### src/rtl/keypad_bcd_entry.sv
`timescale 1ns/1ps
// Scans a 4x4 keypad column by column, debounces whole frames and builds a packed-BCD entry value.
// Accept lands >= DEBOUNCE_SCANS frames + 3 clk after a press; no backpressure, key_valid is a bare pulse.
module keypad_bcd_entry #(
    parameter int SCAN_TICKS     = 6250,
    parameter int DEBOUNCE_SCANS = 4,
    parameter int DIGITS         = 8
) (
    input  logic                clk,
    input  logic                reset,
    input  logic [3:0]          row_n,
    output logic [3:0]          col_n,
    output logic                key_valid,
    output logic [3:0]          key_code,
    output logic                enter,
    output logic [4*DIGITS-1:0] value
);
    localparam int TW = $clog2(SCAN_TICKS);
    localparam int CW = $clog2(DEBOUNCE_SCANS + 1);
    localparam logic [TW-1:0] TICK_LAST = TW'(SCAN_TICKS - 1);
    localparam logic [CW-1:0] CNT_DONE  = CW'(DEBOUNCE_SCANS);

    typedef enum logic {IDLE, HELD} state_t;

    logic [3:0]    row_meta;
    logic [3:0]    row_sync;
    logic [TW-1:0] tick;
    logic [1:0]    col_idx;
    logic [15:0]   frame;
    logic          frame_done;
    state_t        state;
    logic [3:0]    cand;
    logic [CW-1:0] count;
    logic [4:0]    n_keys;
    logic [3:0]    hit;
    logic [3:0]    hit_code;
    logic          frame_none;
    logic          frame_single;
    logic [CW-1:0] idle_cnt_next;

    // Frame bit index is {column, row}; returns the legend printed on that key.
    function automatic logic [3:0] key_map(input logic [3:0] pos);
        case (pos)
            4'd0:  key_map = 4'h1;
            4'd1:  key_map = 4'h4;
            4'd2:  key_map = 4'h7;
            4'd3:  key_map = 4'h0;
            4'd4:  key_map = 4'h2;
            4'd5:  key_map = 4'h5;
            4'd6:  key_map = 4'h8;
            4'd7:  key_map = 4'hF;
            4'd8:  key_map = 4'h3;
            4'd9:  key_map = 4'h6;
            4'd10: key_map = 4'h9;
            4'd11: key_map = 4'hE;
            4'd12: key_map = 4'hA;
            4'd13: key_map = 4'hB;
            4'd14: key_map = 4'hC;
            default: key_map = 4'hD;
        endcase
    endfunction

    always_ff @(posedge clk) begin
        if (reset) begin
            row_meta <= 4'hF;
            row_sync <= 4'hF;
        end else begin
            row_meta <= row_n;
            row_sync <= row_meta;
        end
    end

    // Sampling on the last tick leaves the synchronizer a full cycle of settled column drive.
    always_ff @(posedge clk) begin
        if (reset) begin
            tick       <= '0;
            col_idx    <= 2'd0;
            col_n      <= 4'b1110;
            frame      <= '0;
            frame_done <= 1'b0;
        end else begin
            frame_done <= 1'b0;
            if (tick == TICK_LAST) begin
                tick                          <= '0;
                frame[{col_idx, 2'b00} +: 4] <= ~row_sync;
                col_idx                       <= col_idx + 2'd1;
                col_n                         <= {col_n[2:0], col_n[3]};
                frame_done                    <= (col_idx == 2'd3);
            end else begin
                tick <= tick + 1'b1;
            end
        end
    end

    always_comb begin
        n_keys = 5'd0;
        hit    = 4'd0;
        for (int i = 0; i < 16; i++) begin
            if (frame[i]) begin
                n_keys = n_keys + 5'd1;
                hit    = 4'(i);
            end
        end
        hit_code      = key_map(hit);
        frame_none    = (n_keys == 5'd0);
        frame_single  = (n_keys == 5'd1);
        idle_cnt_next = (hit_code == cand) ? count + 1'b1 : CW'(1);
    end

    always_ff @(posedge clk) begin
        if (reset) begin
            state     <= IDLE;
            cand      <= 4'h0;
            count     <= '0;
            key_valid <= 1'b0;
            enter     <= 1'b0;
            key_code  <= 4'h0;
            value     <= '0;
        end else begin
            key_valid <= 1'b0;
            enter     <= 1'b0;
            if (frame_done) begin
                case (state)
                    IDLE: begin
                        if (frame_single) begin
                            cand <= hit_code;
                            if (idle_cnt_next >= CNT_DONE) begin
                                state     <= HELD;
                                count     <= '0;
                                key_valid <= 1'b1;
                                key_code  <= hit_code;
                                enter     <= (hit_code == 4'hF);
                                if (hit_code <= 4'd9)
                                    value <= {value[4*DIGITS-5:0], hit_code};
                                else if (hit_code == 4'hA)
                                    value <= {4'h0, value[4*DIGITS-1:4]};
                                else if (hit_code == 4'hC)
                                    value <= '0;
                            end else begin
                                count <= idle_cnt_next;
                            end
                        end else begin
                            count <= '0;
                        end
                    end
                    HELD: begin
                        if (frame_none) begin
                            if (count + 1'b1 >= CNT_DONE) begin
                                state <= IDLE;
                                count <= '0;
                            end else begin
                                count <= count + 1'b1;
                            end
                        end else begin
                            count <= '0;
                        end
                    end
                    default: state <= IDLE;
                endcase
            end
        end
    end
endmodule

### config.mk
export PLATFORM = sky130hd
export DESIGN_NAME = keypad_bcd_entry
export DESIGN_NICKNAME = d
export VERILOG_FILES = /design/src/rtl/keypad_bcd_entry.sv
export SDC_FILE = /design/constraint.sdc
export NUM_CORES = 1
export LEC_CHECK = 0
export ABC_AREA = 1
export BUFFER_PORTS_ARGS = -buffer_cell sky130_fd_sc_hd__buf_4
export CAP_MARGIN = 30
export CORE_MARGIN = 2
export CORE_UTILIZATION = 53
export DETAILED_ROUTE_END_ITERATION = 10
export GPL_TIMING_DRIVEN = 1
export PLACE_DENSITY_LB_ADDON = 0.2
export SETUP_SLACK_MARGIN = 0.1
export SLEW_MARGIN = 10
export SYNTH_ARGS = -nofsm -noshare
export SYNTH_HDL_FRONTEND = slang
export SYNTH_SLANG_ARGS = --single-unit
### constraint.sdc
create_clock -name clk -period 12.63 [get_ports clk]
set_input_delay 0 -clock clk [delete_from_list [all_inputs] [get_ports clk]]
set_output_delay 0 -clock clk [all_outputs]
set_load 0.005 [all_outputs]
* After elaboration in Yosys (flattened, before gate mapping)
Memory sizes are Yosys's and may differ from the RTL's.
Cells that the tools add are included.
** Storage, ports and cells
- Input bits :: 6
- Register bits after elaboration :: 90
- Memories kept :: 1
- Logic and storage cells :: 107
- Bits in read-only memories :: 64
- Output and inout bits :: 42
** Memory list
- (name not given) :: words 16, bits a word 4, read ports 1, clocked after memory_dff 0, write ports 0, RTL line 43 : case (pos)
** Operators by class
- Reductions and logical operators :: 9
- Shift operators :: 2
- Bitwise logic cells :: 6
- Order comparisons :: 3
- Equality and inequality tests :: 7
- Mux-type cells :: 46
- Add/subtract/negate cells :: 19
** Operator list (count)
- $mux W32 :: 3
- $add A5 B1 Y5 const B :: 15
- $mux W5 :: 15
- $mux W4 :: 14
- $bwmux W16 :: 1
- $shift A4 B6 Y16 const A :: 1
- $shiftx A4 B6 Y16 :: 1
- $mux W3 :: 5
- $add A13 B1 Y13 const B :: 1
- $eq A13 B13 Y1 const B :: 1
- $eq A4 B4 Y1 const B :: 3
- $ge A3 B3 Y1 const B :: 2
- $mux W1 :: 6
- $neg A4 Y6 :: 1
- $pmux W3 S2 :: 1
- $eq A5 B1 Y1 const B :: 1
- $logic_not A5 Y1 :: 1
- $not A1 Y1 :: 5
- $reduce_and A5 Y1 :: 1
- $reduce_or A5 Y1 :: 1
- $eq A4 B4 Y1 :: 1
- $le A4 B4 Y1 const B :: 1
- $not A4 Y4 :: 1
- $reduce_and A4 Y1 :: 1
- 8 further kinds :: 9

* Longest topological paths before layout
Gate-level depths: netlist (run 1).
- Depth after elaboration :: 34
- Mapped depth :: 57
- Depth with buffers taken out :: 56

* Worst setup path after synthesis (run 1)
OpenSTA, ideal clock, no wires.
- Path kind :: register to register
- Start point :: reg frame[0]
- End point :: reg value[28]
- Setup slack :: 4.856 ns
- Stages on the path, launching flop included :: 55
- Clock period less this slack :: 7.774 ns
- Required time :: 12.516 ns
- Buffers on the path :: 1
- Arrival time :: 7.661 ns
- Library setup time :: 0.114 ns
- Path through :: dfxtp_1 inv_1 ha_1 inv_1 nand2_2 nand2_1 inv_1 ha_1 nand2_1 nand2_1 ha_1 or2_1 nand2_1 inv_1 ha_1 nand2_1 nand2_1 ha_1 [19 not listed] nand2_2 ha_1 nand2_1 nand2_1 ha_1 or2_2 o21ai_1 inv_1 ha_1 nand2_1 o21ai_0 nor2_1 nand3_2 nor2_4 nand4_4 buf_4 a21oi_1 nor2_1
** On the way
- Longest elaborated chain between the ends :: 33
** RTL lines
- start, declared :: RTL line 29 : logic [15:0] frame;
- start signal, assigned by index :: RTL line 85 : frame[{col_idx, 2'b00} +: 4] <= ~row_sync;
- $mux W1 (*) :: RTL line 99 : if (frame[i]) begin
- $add A5 B1 Y5 :: RTL line 100 : n_keys = n_keys + 5'd1;
- $mux W5 (*) :: RTL line 99
- $add A5 B1 Y5 :: RTL line 100
- $mux W5 (*) :: RTL line 99
- $add A5 B1 Y5 :: RTL line 100
- $mux W5 (*) :: RTL line 99
- $add A5 B1 Y5 :: RTL line 100
- [17 not listed]
- $add A5 B1 Y5 :: RTL line 100
- $mux W5 (*) :: RTL line 99
- $add A5 B1 Y5 :: RTL line 100
- $mux W5 (*) :: RTL line 99
- $add A5 B1 Y5 :: RTL line 100
- $mux W5 (*) :: RTL line 99
- $eq A5 B1 Y1 (*) :: RTL line 106 : frame_single = (n_keys == 5'd1);
- $reduce_and A5 Y1 (no line) (*)
- end signal, assigned :: RTL line 134 : value <= {value[4*DIGITS-5:0], hit_code};
- end signal, assigned :: RTL line 136 : value <= {4'h0, value[4*DIGITS-1:4]};
- end, declared :: RTL line 16 : output logic [4*DIGITS-1:0] value
Mark *: on every way between the ends. The rest lies on a longest branch, timed or not.
A chain may end at the register's enable or synchronous reset.

* Worst setup path after layout (run 1)
- Start point :: reg frame[1]
- End point :: reg value[1]
** On the way
- Longest elaborated chain between the ends :: 31
- Elaborated cells between the ends (all ways) :: 56
- Classes of those cells :: add/sub (14); order compare (2); eq/ne (4); mux (33); reduce/logical (2); memory (1)
** RTL lines (RTL line)
- $mux W5 :: 99
- $add A5 B1 Y5 :: 100
- $mux W5 :: 99
- $add A5 B1 Y5 :: 100
- $mux W5 :: 99
- $add A5 B1 Y5 :: 100
- $mux W5 :: 99
- $add A5 B1 Y5 :: 100
- [15 not listed]
- $add A5 B1 Y5 :: 100
- $mux W5 :: 99
- $add A5 B1 Y5 :: 100
- $mux W5 :: 99
- $add A5 B1 Y5 :: 100
- $mux W5 :: 99
- $eq A5 B1 Y1 :: 106
- $reduce_and A5 Y1 (no line)
Parallel ways exist; a longest one is shown, timed or not.

==> flow_summary.ini, run 1 <==
[outcome]
status = complete, no violations

[clock_network]
cts-resized-gates = 0
post_cts_buffers = 0
ctsHoldBuffers = 4
root_buffer = clkbuf_8
cts.path.max_buffers = 2
cts_tree = yes
clkTransAtPathRegs_ns = 0.09
cts_buffers = 9
cts_sinks = 90
cts_max_level = 3
clkLatencyLatePin_ns = 0.36

[cells_and_area]
multiInputGateArea_mm2 = 0.00336
regArea_mm2 = 0.00180
syn2layout_area_growth_pct = 12.7
design_area_mm2 = 0.00661
fin_nets = 1001
drive_above_1_share_pct = 14.0
diodes = 0
fillCellCount = 1040

[global_route]
overflow = 0
grt_pass1_wl_um = 20600
grt_antenna_before_repair = 0
track_usage_pct = 21.0
grt_max_degree = 65
grt_pass1_vias = 4901

[synth]
synth_cell_types = 42
ys_seq_elements = 90
syn_area_mm2 = 0.00586
synth_edf_count = 0
syn_nets = 958
async_flop_share_pct = 0
yosysWarningCount = 0
syn_inst = 927
yosysSeqAreaShare_pct = 30.7
synth_top_flop_cell = dfxtp_1
syn_avg_cell_area_um2 = 6.32

[timing]
drv_slew = 0
rsz0062_at_grt = false
fmax_ghz = 0.111
clock_skew_ns = 0.00616
worst_pin_slew_ns = 0.826
layout_setup_ws_ns = 3.62
min_period_ns = 9.01
slew_headroom_pct = 44.8
period_share_pct = 71.4
finalHoldViolCount = 0
tns_ns = 0
finalSetupViolCount = 0

[route]
drc_errors = 0
routed_wl_um = 11900
routed-wl-met2_um = 5620
ant_nets = 0
viasPerCell = 4.99
vias = 5557
drt_first_pass_iters = 5
dr.max_layer_used = met4
met3_length_um = 392
wl_per_cell_um = 10.7
drt_iter0_markers = 311
wl_met1_um = 5780

[pwr]
p_leak_uw = 0.00362
p_per_area_mw_per_mm2 = 84.5
ir_worst_vdd_uv = 87.5

[floorplan]
fp-row-count = 38
ios = 48
design.core.area_mm2 = 0.0108
die_area_mm2 = 0.0119
die_w_um = 109
initial_utilization_pct = 54.3
die_h_um = 109

[critical_path]
cp-start-kind = flip-flop
critPathTopFamily = adder cells
required_ns = 12.89
critPathBufInv = 5
cp_slowest_cell = nand4_4
endpoint = value[1]$_SDFFE_PP0P_
crit-reg2reg-launch = frame[1]$_SDFFE_PP0P_
cp.arrival_ns = 9.27
cp_num_cells = 53
cp_common_cell = nand2_1
criticalPathCategory = reg -> reg
r2r_slack_ns = 3.62
critPathCaptureType = flip-flop
r2r_cells = 53
crit_fanout = 64
critPathMaxStageDelay_ns = 0.67
r2r-end = value[1]$_SDFFE_PP0P_
timing.critical_path.from = frame[1]$_SDFFE_PP0P_

[placement]
dpl_worst_slack_ns = 3.61
routabilityCongestion = 0.825
hpwl_um = 8780
placed_area_mm2 = 0.00631
port_buffers = 47

[worst_hold_path]
holdCritPathClass = in -> reg

[job]
max-cap-violations = 0
cell usage in the layout (no fill, tap or decap), types with 3 or more instances in the layout:
cell type / n
inv_2: 8
ha_1: 25
nor4_1: 4
nand2_1: 251
buf_4: 49
nand2_2: 29
o21ai_0: 8
nand3_1: 50
nand3_2: 15
inv_1: 146
nor3b_1: 4
xnor2_1: 4
o22ai_1: 29
a21oi_1: 37
dfxtp_1: 90
clkbuf_8: 9
bufinv_16: 4
or2_2: 13
dlygate4sd3_1: 4
nand3b_1: 6
a211oi_1: 17
a21boi_0: 4
nand4_1: 4
o21ai_1: 3
nor3_1: 9
nor2_1: 125
synthesized netlist by cell type (9+ instances only):
cell / count / area [um^2]
o22ai_1: 29 / 181
nor2_1: 125 / 469
nand3_1: 50 / 250
a211oi_1: 17 / 128
clkbuf_1: 11 / 41.3
nand2_2: 29 / 181
or2_2: 13 / 81.3
nand2_1: 251 / 942
nor3_1: 9 / 45.0
a21oi_1: 37 / 185
ha_1: 25 / 313
inv_1: 146 / 548
nand3_2: 15 / 150
dfxtp_1: 90 / 1800
worst min-delay path by stage:
stage | start | end | slack [ns] | cells past startpoint
5_1_grt | reset | key_code[0]$_SDFFE_PP0P_ | 0.01 | 2
3_3_place_gp | row_n[2] | row_meta[2]$_SDFF_PP1_ | 0.19 | 2
4_1_cts | reset | key_code[0]$_SDFFE_PP0P_ | 0.004 | 2
6_report | reset | key_code[0]$_SDFFE_PP0P_ | 0.02 | 2
3_5_place_dp | row_n[1] | row_meta[1]$_SDFF_PP1_ | 0.19 | 2
2_1_floorplan | reset | key_valid$_SDFF_PP0_ | 0.09 | 1
where the power goes:
group | switching (uW) | internal [uW]
registers | 1.81 | 286
logic | 9.10 | 5.24
clock network | 104 | 152
layer usage:
layer | global-route usage [%] | vias up
met5 | 0 | -
met4 | 5.22 | 0
met3 | 3.47 | 8
met2 | 36.4 | 82
met1 | 27.0 | 2452
li1 | - | 3015
per-stage QoR:
step / utilization, % / hold slack (ns) / total power [uW] / std cells
global placement: 58.3 / 0.186 / 307 / 1094
floorplan: - / 0.0856 / 304 / 927
finish: 61.2 / 0.0166 / 558 / 1114
CTS: 61.2 / 0.00385 / 560 / 1114
global route: 61.2 / 0.0117 / 576 / 1114
detailed placement: 58.4 / 0.193 / 308 / 1095
cell type report:
class                   instances  share of cell area, %
clock buffers                   9                   1.87
clock inverters                 6                   2.08
inverters                     155                   8.81
multi-input cells             660                   50.9
flip-flops and latches         90                   27.3
well taps                     140                   2.65
repair buffers                 54                   6.40
sequential cells by signal, summed over array words and instances (netlist names):
register,count
frame_done,1
col_idx,2
key_valid,1
row_sync,4
state,1
key_code,4
frame,16
value,32
enter,1
cand,4
row_meta,4
count,3
col_n,4
tick,13
kinds of logic (layout without fill, tap and decap cells):
group | after synthesis | count (layout) | share of synthesized area [%]
xor+xnor | 6 | 6 | 0.896
compound gates | 110 | 110 | 11.4
simple gates | 519 | 519 | 39.7
flops | 90 | 90 | 30.7
fa+ha+maj | 25 | 25 | 5.34
buf+inv | 177 | 224 | 11.9
Power figures use the tool's default switching activity.
==> inputs of run 2 (changes only) <==
Clock period 12.63 ns to 9.41 ns, I/O delays scaled along.
==> flow_summary.ini, run 2 (same netlist as run 1, synthesis figures left out) <==
[outcome]
status = complete, no violations

[placement]
port_buffers = 47
placed_area_mm2 = 0.00631
hpwl_um = 8810
routabilityCongestion = 0.828

[global_route]
grtUsageMet3_pct = 3.23
track_usage_pct = 21.5
grt_max_degree = 65
grt_antenna_before_repair = 0
use_met1_pct = 27.9
busiest_layer = met2
use_met2_pct = 36.2
overflow = 0
grt_pass1_vias = 4988
grt_pass1_wl_um = 21100

[timing]
min_period_ns = 8.44
drv_slew = 0
finalHoldViolCount = 0
tns_ns = 0
fmax_ghz = 0.119
worst_pin_slew_ns = 0.732
clock_skew_ns = 0.00480
hold_slack_ns = 0.356
slew_headroom_pct = 51.0
period_share_pct = 89.7
finalSetupViolCount = 0
rsz0062_at_grt = false

[critical_path]
criticalPathCategory = reg -> reg
critPathMaxStageDelay_ns = 0.34
r2r_cells = 55
crit-reg2reg-launch = frame[0]$_SDFFE_PP0P_
r2r_slack_ns = 0.97
cp_slowest_cell = dfxtp_1
cp.arrival_ns = 8.74
cp-start-kind = flip-flop
required_ns = 9.71
timing.critical_path.from = frame[0]$_SDFFE_PP0P_
endpoint = value[9]$_SDFFE_PP0P_
crit_fanout = 64
cp_common_cell = nand2_1
r2r-end = value[9]$_SDFFE_PP0P_
critPathCaptureType = flip-flop

[cells_and_area]
design_area_mm2 = 0.00656
regArea_mm2 = 0.00180
largest-register = value
largest_reg_flops = 32
final_cell_mix = nand2_1, inv_1, nor2_1
drive_above_1_share_pct = 14.0
largestRegisters = value x32, frame x16, tick x13
diodes = 0
mostFrequentLayoutCell = nand2_1
fillCellCount = 1064
multiInputGateArea_mm2 = 0.00336
fin_nets = 1003
syn2layout_area_growth_pct = 11.9

[pwr]
p_int_uw = 521
comb_power_share_pct = 2.9
seqPwrFrac_pct = 57.3
switchingPower_uw = 153
pwr-share-clk_pct = 39.8
p_leak_uw = 0.00359
p_per_area_mw_per_mm2 = 103
switching_share_pct = 22.7
ir_worst_vdd_uv = 113

[clock_network]
clkLatencyLatePin_ns = 0.36
cts_buffers = 9
root_buffer = clkbuf_8
cts_sinks = 90
cts_tree = yes
cts.path.max_buffers = 2
cts_max_level = 3
clkTransAtPathRegs_ns = 0.09

[floorplan]
design.core.area_mm2 = 0.0108
die_h_um = 109
fp-row-count = 38
initial_utilization_pct = 54.3
die_w_um = 109
ios = 48
die_area_mm2 = 0.0119

[worst_hold_path]
min-delay-start = row_n[1]
holdCritPathClass = in -> reg

[route]
viasPerCell = 4.93
drt_iter0_markers = 242
vias = 5498
routed_wl_um = 11700
drt_first_pass_iters = 4
wl_per_cell_um = 10.4
ant_nets = 0
drc_errors = 0

[job]
max-cap-violations = 0
run 2: power groups by stage:
| stage | Clock, uW | Combinational [uW] | Sequential [uW] |
|---|---|---|---|
| floorplan | 0 | 13.4 | 394 |
| global placement | 0 | 17.7 | 395 |
| detailed placement | 0 | 17.8 | 395 |
| CTS | 275 | 19.6 | 386 |
| global route | 289 | 22.5 | 387 |
| finish | 268 | 19.5 | 386 |
run 2: metal layers:
metal / vias to the layer above / part of all wire [%]
li1: 3022 / -
met1: 2389 / 50
met2: 67 / 46
met3: 20 / 2.7
met4: 0 / 1.8
met5: - / 0
run 2: worst min-delay path by stage:
stage	slack, ns	depth (start not counted)	end
after floorplan	0.09	1	key_valid$_SDFF_PP0_
after global placement	0.19	2	row_meta[2]$_SDFF_PP1_
after detailed placement	0.19	2	row_meta[2]$_SDFF_PP1_
after CTS	0.34	3	row_meta[3]$_SDFF_PP1_
after global routing	0.36	3	row_meta[0]$_SDFF_PP1_
final	0.36	3	row_meta[1]$_SDFF_PP1_
run 2: metrics by stage:
stage          utilization, %  setup slack (ns)  total power [uW]  cells
3_3_place_gp             58.4              1.13               413   1096
2_1_floorplan               -              1.64               408    927
3_5_place_dp             58.4             0.914               413   1096
4_1_cts                  60.7             0.867               681   1116
5_1_grt                  60.8             0.160               698   1116
6_report                 60.8             0.973               673   1116
run 2: cell type report:
type,instances,area share (%)
multi-input combinational,660,51.3
sequential,90,27.5
inverter,155,8.87
timing repair buffer,56,6.66
tap,140,2.67
clock buffer,10,2.10
clock inverter,5,0.954
run 2: timing repair:
item / CTS / global route
gates resized for setup: 0 / 1
buffers inserted: 0 / 0
hold buffers: 5 / 0
endpoints found under the hold margin: 5 / 0
setup endpoints to repair: 0 / 8
run 2: worst max-delay path: cells and delay by family (launching register included):
kind,cells,cell delay (ns)
adders and majority gates,14,3.82
and+or+nand+nor,33,3.38
buffers and inverters,6,0.60
DFF,1,0.34
AOI/OAI and AO/OA,2,0.23
==> inputs of run 3 (changes only) <==
Clock period 9.41 ns to 7.2 ns, I/O delays scaled along.
==> flow_summary.ini, run 3 (same netlist as run 1, synthesis figures left out) <==
[cells_and_area]
diodes = 0
finish.utilization_pct = 77.6
largest_reg_flops = 32
drive_above_1_share_pct = 34.4
design_area_mm2 = 0.00838
fin_nets = 1136
mostFrequentLayoutCell = nand2_1
syn2layout_area_growth_pct = 42.9
final_cell_mix = nand2_1, buf_4, inv_1
largest-register = value
largestRegisters = value x32, frame x16, tick x13

[clock_network]
cts_sinks = 90
root_buffer = clkbuf_8
clkLatencyLatePin_ns = 0.37
cts_max_level = 3
cts_buffers = 9
cts_tree = yes
clkTransAtPathRegs_ns = 0.09
cts.path.max_buffers = 2

[pwr]
p_total_uw = 860
p_per_area_mw_per_mm2 = 103
comb_power_share_pct = 3.0
seqPwrFrac_pct = 58.7
switching_share_pct = 24.5
p_leak_uw = 0.00456
p_int_uw = 649
ir_worst_vdd_uv = 128
switchingPower_uw = 211
pwr-share-clk_pct = 38.3

[route]
routed_wl_um = 18700
drc_errors = 0
vias = 6684
ant_nets = 0
drt_iter0_markers = 429
drt_first_pass_iters = 5
wl_per_cell_um = 15.0
viasPerCell = 5.35

[critical_path]
r2r-end = value[26]$_SDFFE_PP0P_
criticalPathCategory = reg -> reg
critPathCaptureType = flip-flop
timing.critical_path.from = frame[0]$_SDFFE_PP0P_
cp.arrival_ns = 8.13
cp_common_cell = nand2_4
cp_slowest_cell = dfxtp_2
crit_fanout = 7
critPathTopFamily = simple AND/OR/NAND/NOR gates
cp-start-kind = flip-flop
critPathBufInv = 19
crit-reg2reg-launch = frame[0]$_SDFFE_PP0P_
required_ns = 7.50
r2r_slack_ns = -0.63
r2r_cells = 63
critPathMaxStageDelay_ns = 0.36

[floorplan]
fp-row-count = 38
design.core.area_mm2 = 0.0108
initial_utilization_pct = 54.3
die_area_mm2 = 0.0119
die_w_um = 109
die_h_um = 109
ios = 48

[timing]
fmax_ghz = 0.128
clock_skew_ns = 0.00784
slew_headroom_pct = 42.3
layout_setup_ws_ns = -0.629
worst_pin_slew_ns = 0.862
finalSetupViolCount = 45
finalHoldViolCount = 0
min_period_ns = 7.83
rsz0062_at_grt = true
drv_slew = 0
period_share_pct = 109

[outcome]
failed_checks = setup timing
status = complete, but fails checks

[placement]
placed_area_mm2 = 0.00663
dpl_worst_slack_ns = -0.348
hpwl_um = 9070
routabilityCongestion = 0.811
port_buffers = 47

[global_route]
grt_antenna_before_repair = 0
overflow = 0
track_usage_pct = 27.6
grt_pass1_vias = 5970
grt_pass1_wl_um = 26500
grt_max_degree = 39

[worst_hold_path]
min-delay-start = reset
holdCritPathClass = in -> reg
hold_end = state$_SDFFE_PP0P_
hold_path_depth = 2

[job]
max-cap-violations = 0
run 3: cell types whose count changed in the layout (fill, tap and decap cells not counted), sizes merged:
cell / delta
buf: +131
bufinv: -1
dlygate4sd3: -1
inv: +1
clkbuf: +3
clkinv: +1
run 3: stage by stage:
step / cells / TNS, ns / hold slack, ns
2_1_floorplan: 927 / -2.72 / 0.0856
3_5_place_dp: 1123 / -13.01 / 0.187
6_report: 1250 / -23.08 / 0.0189
3_3_place_gp: 1123 / -4.11 / 0.185
4_1_cts: 1239 / -5.41 / 0.0107
5_1_grt: 1250 / -34.00 / 0.0305
run 3: worst max path at each step:
stage | cells past startpoint | slack (ns) | endpoint
detailed placement | 55 | -0.35 | enter$_SDFF_PP0_
global route | 63 | -0.88 | value[26]$_SDFFE_PP0P_
floorplan | 54 | -0.11 | value[1]$_SDFFE_PP0P_
finish | 63 | -0.63 | value[26]$_SDFFE_PP0P_
CTS | 56 | -0.19 | value[10]$_SDFFE_PP0P_
global placement | 55 | -0.14 | key_code[1]$_SDFFE_PP0P_
run 3: cell type report:
| type | count | area [um^2] |
|---|---|---|
| multi-input cells | 660 | 4040 |
| repair buffers | 189 | 1590 |
| inverters | 155 | 584 |
| clock inverters | 6 | 48.8 |
| flip-flops and latches | 90 | 1800 |
| fillers | 757 | 2410 |
| clock buffers | 10 | 138 |
| well taps | 140 | 175 |
run 3: power by group through the flow:
stage | Clock (uW) | Combinational [uW] | Sequential [uW]
after floorplan | 0 | 17.5 | 515
after global placement | 0 | 23.0 | 516
after detailed placement | 0 | 23.7 | 516
after CTS | 333 | 25.5 | 505
after global routing | 354 | 29.3 | 505
final | 329 | 26.0 | 505
run 3: layer usage:
layer	track usage [%]	part of all wire, %	vias to the layer above	routed length [um]
met3	4.96	6.1	88	1140
met4	13.0	4.0	0	752
met2	47.8	50	279	9300
li1	-	-	3290	-
met1	32.8	40	3027	7540
met5	0	0	-	0
run 3: what timing repair did:
item,4_1_cts,5_1_grt
setup endpoints to repair,45,45
cloned,3,4
hold buffers,4,0
endpoints found under the hold margin,4,0
gates resized for setup,30,120
pin swaps,23,61
setup buffers,93,16
